==> config.mk <==
export PLATFORM = sky130hd
export DESIGN_NAME = y86_register_file_flat
export DESIGN_NICKNAME = d
export VERILOG_FILES = /design/src/rtl/y86_register_file_if.sv /design/src/rtl/y86_register_file.sv /design/src/flat_wrapper.sv
export SDC_FILE = /design/constraint.sdc
export NUM_CORES = 2
export LEC_CHECK = 0
export ABC_AREA = 1
export BUFFER_PORTS_ARGS = -buffer_cell sky130_fd_sc_hd__buf_2
export CORE_MARGIN = 2
export CORE_UTILIZATION = 30
export DETAILED_ROUTE_END_ITERATION = 16
export PLACE_DENSITY = 0.47
export SYNTH_ARGS = -nofsm -noshare
export SYNTH_HDL_FRONTEND = slang
export SYNTH_SLANG_ARGS = --single-unit
==> constraint.sdc <==
create_clock -name clock -period 1.5 [get_ports clock]
set_input_delay 0.15 -clock clock [delete_from_list [all_inputs] [get_ports clock]]
set_output_delay 0.15 -clock clock [all_outputs]
set_load 0.01 [all_outputs]
==> src/rtl/y86_register_file_if.sv <==
// Y86-64 register file bus: two read ports (A, B) driven by decode and two
// write ports (E carries valE, M carries valM) driven by write-back.
// The master drives register IDs, enables and write data; the slave
// (the register file) returns read data.
interface y86_register_file_if #(
  parameter int DATA_WIDTH = 64
);
  logic                  regWriteE;
  logic                  regWriteM;
  logic [3:0]            readRegA;
  logic [3:0]            readRegB;
  logic [3:0]            writeRegE;
  logic [3:0]            writeRegM;
  logic [DATA_WIDTH-1:0] writeDataE;
  logic [DATA_WIDTH-1:0] writeDataM;
  logic [DATA_WIDTH-1:0] readDataA;
  logic [DATA_WIDTH-1:0] readDataB;

  modport master (
    output regWriteE, regWriteM, readRegA, readRegB,
    output writeRegE, writeRegM, writeDataE, writeDataM,
    input  readDataA, readDataB
  );

  modport slave (
    input  regWriteE, regWriteM, readRegA, readRegB,
    input  writeRegE, writeRegM, writeDataE, writeDataM,
    output readDataA, readDataB
  );
endinterface

==> src/rtl/y86_register_file.sv <==
// Y86-64 general-purpose register file: 15 x DATA_WIDTH registers, ID 4'hF is
// RNONE (reads as zero, writes are dropped). Two combinational read ports and
// two rising-edge write ports; when E and M target the same register on one
// edge, M wins so that popq %rsp leaves valM in %rsp.
// Optional feature: define REGFILE_WRITE_BYPASS_EN to forward write data that
// is presented in the current cycle to the read ports (M before E, suppressed
// while reset is low). Without it, reads return stored contents only.
module y86_register_file #(
  parameter int DATA_WIDTH = 64,
  parameter int NUM_REGS   = 15
) (
  input  logic                    clock,
  input  logic                    reset,
  y86_register_file_if.slave      rf
);

  localparam logic [3:0] RNONE = 4'hF;

  logic [DATA_WIDTH-1:0] regs_r [NUM_REGS];
  logic                  write_e_s;
  logic                  write_m_s;
  logic [DATA_WIDTH-1:0] read_a_s;
  logic [DATA_WIDTH-1:0] read_b_s;

  // Stored value of a register; RNONE and any unmapped ID read as zero.
  function automatic logic [DATA_WIDTH-1:0] stored_value(input logic [3:0] id);
    logic [DATA_WIDTH-1:0] value;
    value = {DATA_WIDTH{1'b0}};
    for (int i = 0; i < NUM_REGS; i++) begin
      if (id == 4'(i)) begin
        value = regs_r[i];
      end else begin
        value = value;
      end
    end
    return value;
  endfunction

  // Qualified write strobes: enable high and destination is a real register.
  always_comb begin
    write_e_s = 1'b0;
    write_m_s = 1'b0;
    if (rf.regWriteE == 1'b1 && rf.writeRegE != RNONE) begin
      write_e_s = 1'b1;
    end else begin
      write_e_s = 1'b0;
    end
    if (rf.regWriteM == 1'b1 && rf.writeRegM != RNONE) begin
      write_m_s = 1'b1;
    end else begin
      write_m_s = 1'b0;
    end
  end

  // Register array: async clear, then E write followed by M write so M wins on a collision.
  always_ff @(posedge clock or negedge reset) begin
    if (!reset) begin
      for (int i = 0; i < NUM_REGS; i++) begin
        regs_r[i] <= {DATA_WIDTH{1'b0}};
      end
    end else begin
      for (int i = 0; i < NUM_REGS; i++) begin
        if (write_m_s && rf.writeRegM == 4'(i)) begin
          regs_r[i] <= rf.writeDataM;
        end else if (write_e_s && rf.writeRegE == 4'(i)) begin
          regs_r[i] <= rf.writeDataE;
        end else begin
          regs_r[i] <= regs_r[i];
        end
      end
    end
  end

  // Read port A: stored value, optionally overridden by same-cycle write data.
  always_comb begin
    read_a_s = stored_value(rf.readRegA);
`ifdef REGFILE_WRITE_BYPASS_EN
    if (reset && write_m_s && rf.readRegA == rf.writeRegM) begin
      read_a_s = rf.writeDataM;
    end else if (reset && write_e_s && rf.readRegA == rf.writeRegE) begin
      read_a_s = rf.writeDataE;
    end else begin
      read_a_s = stored_value(rf.readRegA);
    end
`endif
  end

  // Read port B: same rules as port A, fully independent of it.
  always_comb begin
    read_b_s = stored_value(rf.readRegB);
`ifdef REGFILE_WRITE_BYPASS_EN
    if (reset && write_m_s && rf.readRegB == rf.writeRegM) begin
      read_b_s = rf.writeDataM;
    end else if (reset && write_e_s && rf.readRegB == rf.writeRegE) begin
      read_b_s = rf.writeDataE;
    end else begin
      read_b_s = stored_value(rf.readRegB);
    end
`endif
  end

  // Drive the read data onto the bus.
  always_comb begin
    rf.readDataA = read_a_s;
    rf.readDataB = read_b_s;
  end

endmodule

==> src/flat_wrapper.sv <==
// flat-port wrapper written by rule: the top's interface ports become plain ports
module y86_register_file_flat 
#(
  parameter int DATA_WIDTH = 64,
  parameter int NUM_REGS   = 15
)
  (clock, reset, rf_regWriteE, rf_regWriteM, rf_readRegA, rf_readRegB, rf_writeRegE, rf_writeRegM, rf_writeDataE, rf_writeDataM, rf_readDataA, rf_readDataB);
  y86_register_file_if #(.DATA_WIDTH(DATA_WIDTH)) rf_i ();
  input  logic clock;
  input  logic reset;
  input wire logic [$bits(rf_i.regWriteE)-1:0] rf_regWriteE;
  input wire logic [$bits(rf_i.regWriteM)-1:0] rf_regWriteM;
  input wire logic [$bits(rf_i.readRegA)-1:0] rf_readRegA;
  input wire logic [$bits(rf_i.readRegB)-1:0] rf_readRegB;
  input wire logic [$bits(rf_i.writeRegE)-1:0] rf_writeRegE;
  input wire logic [$bits(rf_i.writeRegM)-1:0] rf_writeRegM;
  input wire logic [$bits(rf_i.writeDataE)-1:0] rf_writeDataE;
  input wire logic [$bits(rf_i.writeDataM)-1:0] rf_writeDataM;
  output wire logic [$bits(rf_i.readDataA)-1:0] rf_readDataA;
  output wire logic [$bits(rf_i.readDataB)-1:0] rf_readDataB;
  assign rf_i.regWriteE = rf_regWriteE;
  assign rf_i.regWriteM = rf_regWriteM;
  assign rf_i.readRegA = rf_readRegA;
  assign rf_i.readRegB = rf_readRegB;
  assign rf_i.writeRegE = rf_writeRegE;
  assign rf_i.writeRegM = rf_writeRegM;
  assign rf_i.writeDataE = rf_writeDataE;
  assign rf_i.writeDataM = rf_writeDataM;
  assign rf_readDataA = rf_i.readDataA;
  assign rf_readDataB = rf_i.readDataB;
  y86_register_file #(.DATA_WIDTH(DATA_WIDTH), .NUM_REGS(NUM_REGS)) u_core (.clock(clock), .reset(reset), .rf(rf_i));
endmodule
==> run summary <==
Detailed Routing Iterations Pass 1 -> 7
Slew Viols, Final -> 0
DPL Wire Length -> 218000 um
1st-iter DRT viols -> 8272
Insertion delay to the later sink of the worst-skew pair -> 0.78 ns
Synth cell types -> 22
Chip Height -> 440 um
R2R Setup Slk -> 0.13 ns
Final Setup Violations -> 128
Final cell count without fillers -> 11446
Lkg Pwr -> 33.8 nW
Crit path DAT -> 2.37 ns
Final WL -> 316000 um
Mapped Area -> 57000 um2
Drt drc -> 0
Final setup margin -> -1.02 ns
Total design power -> 87.4 mW
Maximum VDD drop -> 0.964 mV
Top cells by area, synth -> dfrtp_1 42%, nand2_1 14%, nand3_1 9.7%
Cells after Synth -> 8023
Hold Fails Final Rpt -> 0
R2r startpoint -> u_core.regs_r[693]
Total global routing overflow -> 0
Area grow syn2layout -> 35.9%
Post-route cell area -> 77500 um2
CTS root buf -> clkbuf_16
Bufs on Longest Clock Path -> 3
Failing checks -> negative setup slack
Register area share after synthesis -> 0.421
Fin nets -> 8973
Avg WL per Cell -> 27.6 um
CTS sink count -> 960
Top cell type's share of synthesized area -> 0.421
Worst setup SP type -> register
GPL Wtd Cong -> 0.959
Detail Route Antenna Nets -> 0
Core ar. -> 190000 um2
Largest registers -> u_core.regs_r x960
Reg2reg end -> u_core.regs_r[693]
RSZ-0062 raised after global routing -> yes
Max Cap Viol -> 0
Crit share post-route -> 1.68
Rows -> 160
Finished Core Util -> 0.409
Worst hold path class -> in2async
Die Wd -> 440 um
Vias in the first global route -> 61669
Status -> finished, violations left
Die area -> 194000 um2
Critical Path RT -> 1.35 ns
Post-Syn Area per Cell -> 7.11 um2
Yosys top cell by area -> dfrtp_1
Ys Warns -> 0
Clock transition at path regs -> 0.06 ns
Layout cells sized above 1 -> 0.208
Rel. slew slack -> 0.610
Max FFs per register -> 960
PwrDens -> 1130 nW/um2
Via Count -> 65577
Placed cell area -> 69100 um2
Avg Vias per Cell -> 5.73
Least-Margin Pin Slew -> 0.583 ns
Boundary Pins -> 276
Initial antenna violation count -> 19
H-tree Lvls -> 3
First-pass GRT wire length -> 446000 um
Crit path capture type -> output port
Hold_ws -> 0.0575 ns
CTS tree -> yes
Yosys reg bits -> 960
Fmax -> 0.396 GHz
Gr usage total -> 0.314
CTS buffer count -> 121
Synth Net Count -> 8171
Initial core utilization -> 0.301
Fillers -> 19248
Reg2Reg Depth -> 4
Kind of critical path -> reg2out
Worst-path fanout max -> 3
DP Cell Count -> 10936
Clock Skews -> 0 ns
Tmin final -> 2.52 ns
Largest net degree at the start of global routing -> 79
Largest Register -> u_core.regs_r
IO Port Bufs -> 275
## metal layers
| layer | GRT usage | vias up | wire length [um] |
|---|---|---|---|
| met5 | 0 | - | 26 |
| met4 | 0.124 | 4 | 14600 |
| met3 | 0.0510 | 627 | 28100 |
| met2 | 0.490 | 3593 | 139000 |
| met1 | 0.431 | 32303 | 134000 |
| li1 | - | 29050 | - |
## logic make-up (layout without fill, tap and decap cells)
group | after synthesis | in the layout | synth area share
compound gates | 1601 | 1601 | 0.176
buf+inv | 1319 | 2219 | 0.0890
flops | 960 | 960 | 0.421
other cells | 0 | 12 | 0
simple gates | 4143 | 4143 | 0.313
## how the worst max path moves through the flow
stage	start	end	slack [ns]
after global placement	rf_readRegA[1]	rf_readDataA[54]	-1.01
after CTS	u_core.regs_r[907]	rf_readDataA[11]	-1.05
final	u_core.regs_r[928]	rf_readDataB[32]	-1.02
after detailed placement	rf_readRegA[1]	rf_readDataA[54]	-0.93
after global routing	u_core.regs_r[822]	rf_readDataB[54]	-1.10
after floorplan	rf_readRegA[3]	rf_readDataA[10]	0.007
## power by group
part           switching [mW]  leakage [nW]  internal, mW  total, mW
logic                    11.8          20.0          8.87       20.7
registers                4.59          11.8          32.1       36.7
clock network            12.7          1.92          17.3       30.0
## cell type report
cell class,instances,area [um2],area share
Sequential cell,960,24000,0.310
Tap cell,2511,3140,0.0405
Inverter,626,2390,0.0309
Clock inverter,25,236,0.00305
Timing Repair Buffer,1372,14000,0.181
Multi-Input combinational cell,5744,30000,0.387
Antenna cell,12,30.0,0.000387
Clock buffer,196,3690,0.0476
## placed cells by master (no fill, tap or decap), drive strengths merged
cell type | netlist | layout
nand2 | 2088 | 2088
buf | 171 | 1184
nand3 | 1101 | 1101
dfrtp | 960 | 960
o21ai | 643 | 643
nor2 | 593 | 593
inv | 559 | 558
o211ai | 521 | 521
nand4 | 351 | 351
a21oi | 237 | 237
clkbuf | 522 | 204
o221ai | 195 | 195
dlygate4sd3 | 0 | 180
clkinv | 67 | 84
diode | 0 | 12
or2 | 9 | 9
clkinvlp | 0 | 5
o22ai | 5 | 5
bufinv | 0 | 4
and3 | 1 | 1
## timing repair
| action | 4_1_cts | 5_1_grt |
|---|---|---|
| pin swaps | 152 | 257 |
| gates resized for setup | 191 | 251 |
| cloned | 0 | 8 |
| setup buffers | 27 | 62 |
| hold endpoints to repair | 1920 | 0 |
| endpoints found under the setup margin | 128 | 179 |
| hold buffers | 186 | 0 |
## Yosys cell counts (all sizes together)
library cell,instances
o211ai,521
nand2,2088
nand3,1101
buf,171
a21oi,237
o21ai,643
o22ai,5
o221ai,195
clkbuf,522
nor2,593
dfrtp,960
inv,559
clkinv,67
and3,1
or2,9
nand4,351
## per-stage QoR
stage / setup WS, ns / TNS (ns)
2_1_floorplan: 0.00695 / 0
3_3_place_gp: -1.01 / -288.12
3_5_place_dp: -0.935 / -296.53
4_1_cts: -1.05 / -112.50
5_1_grt: -1.10 / -122.78
6_report: -1.02 / -106.85
## worst max-delay path: stages (launching register included)
cell and delay, ns:
dfrtp_1 0.40, nand3_1 0.11, nand3_2 0.10, nor2_1 0.09, nand4_1 0.19, nand2_1 0.17, nand4_1 0.10, nor2_2 0.14
nand4_1 0.11, buf_2 0.16
No activity file was read; power rests on OpenSTA's default activity.
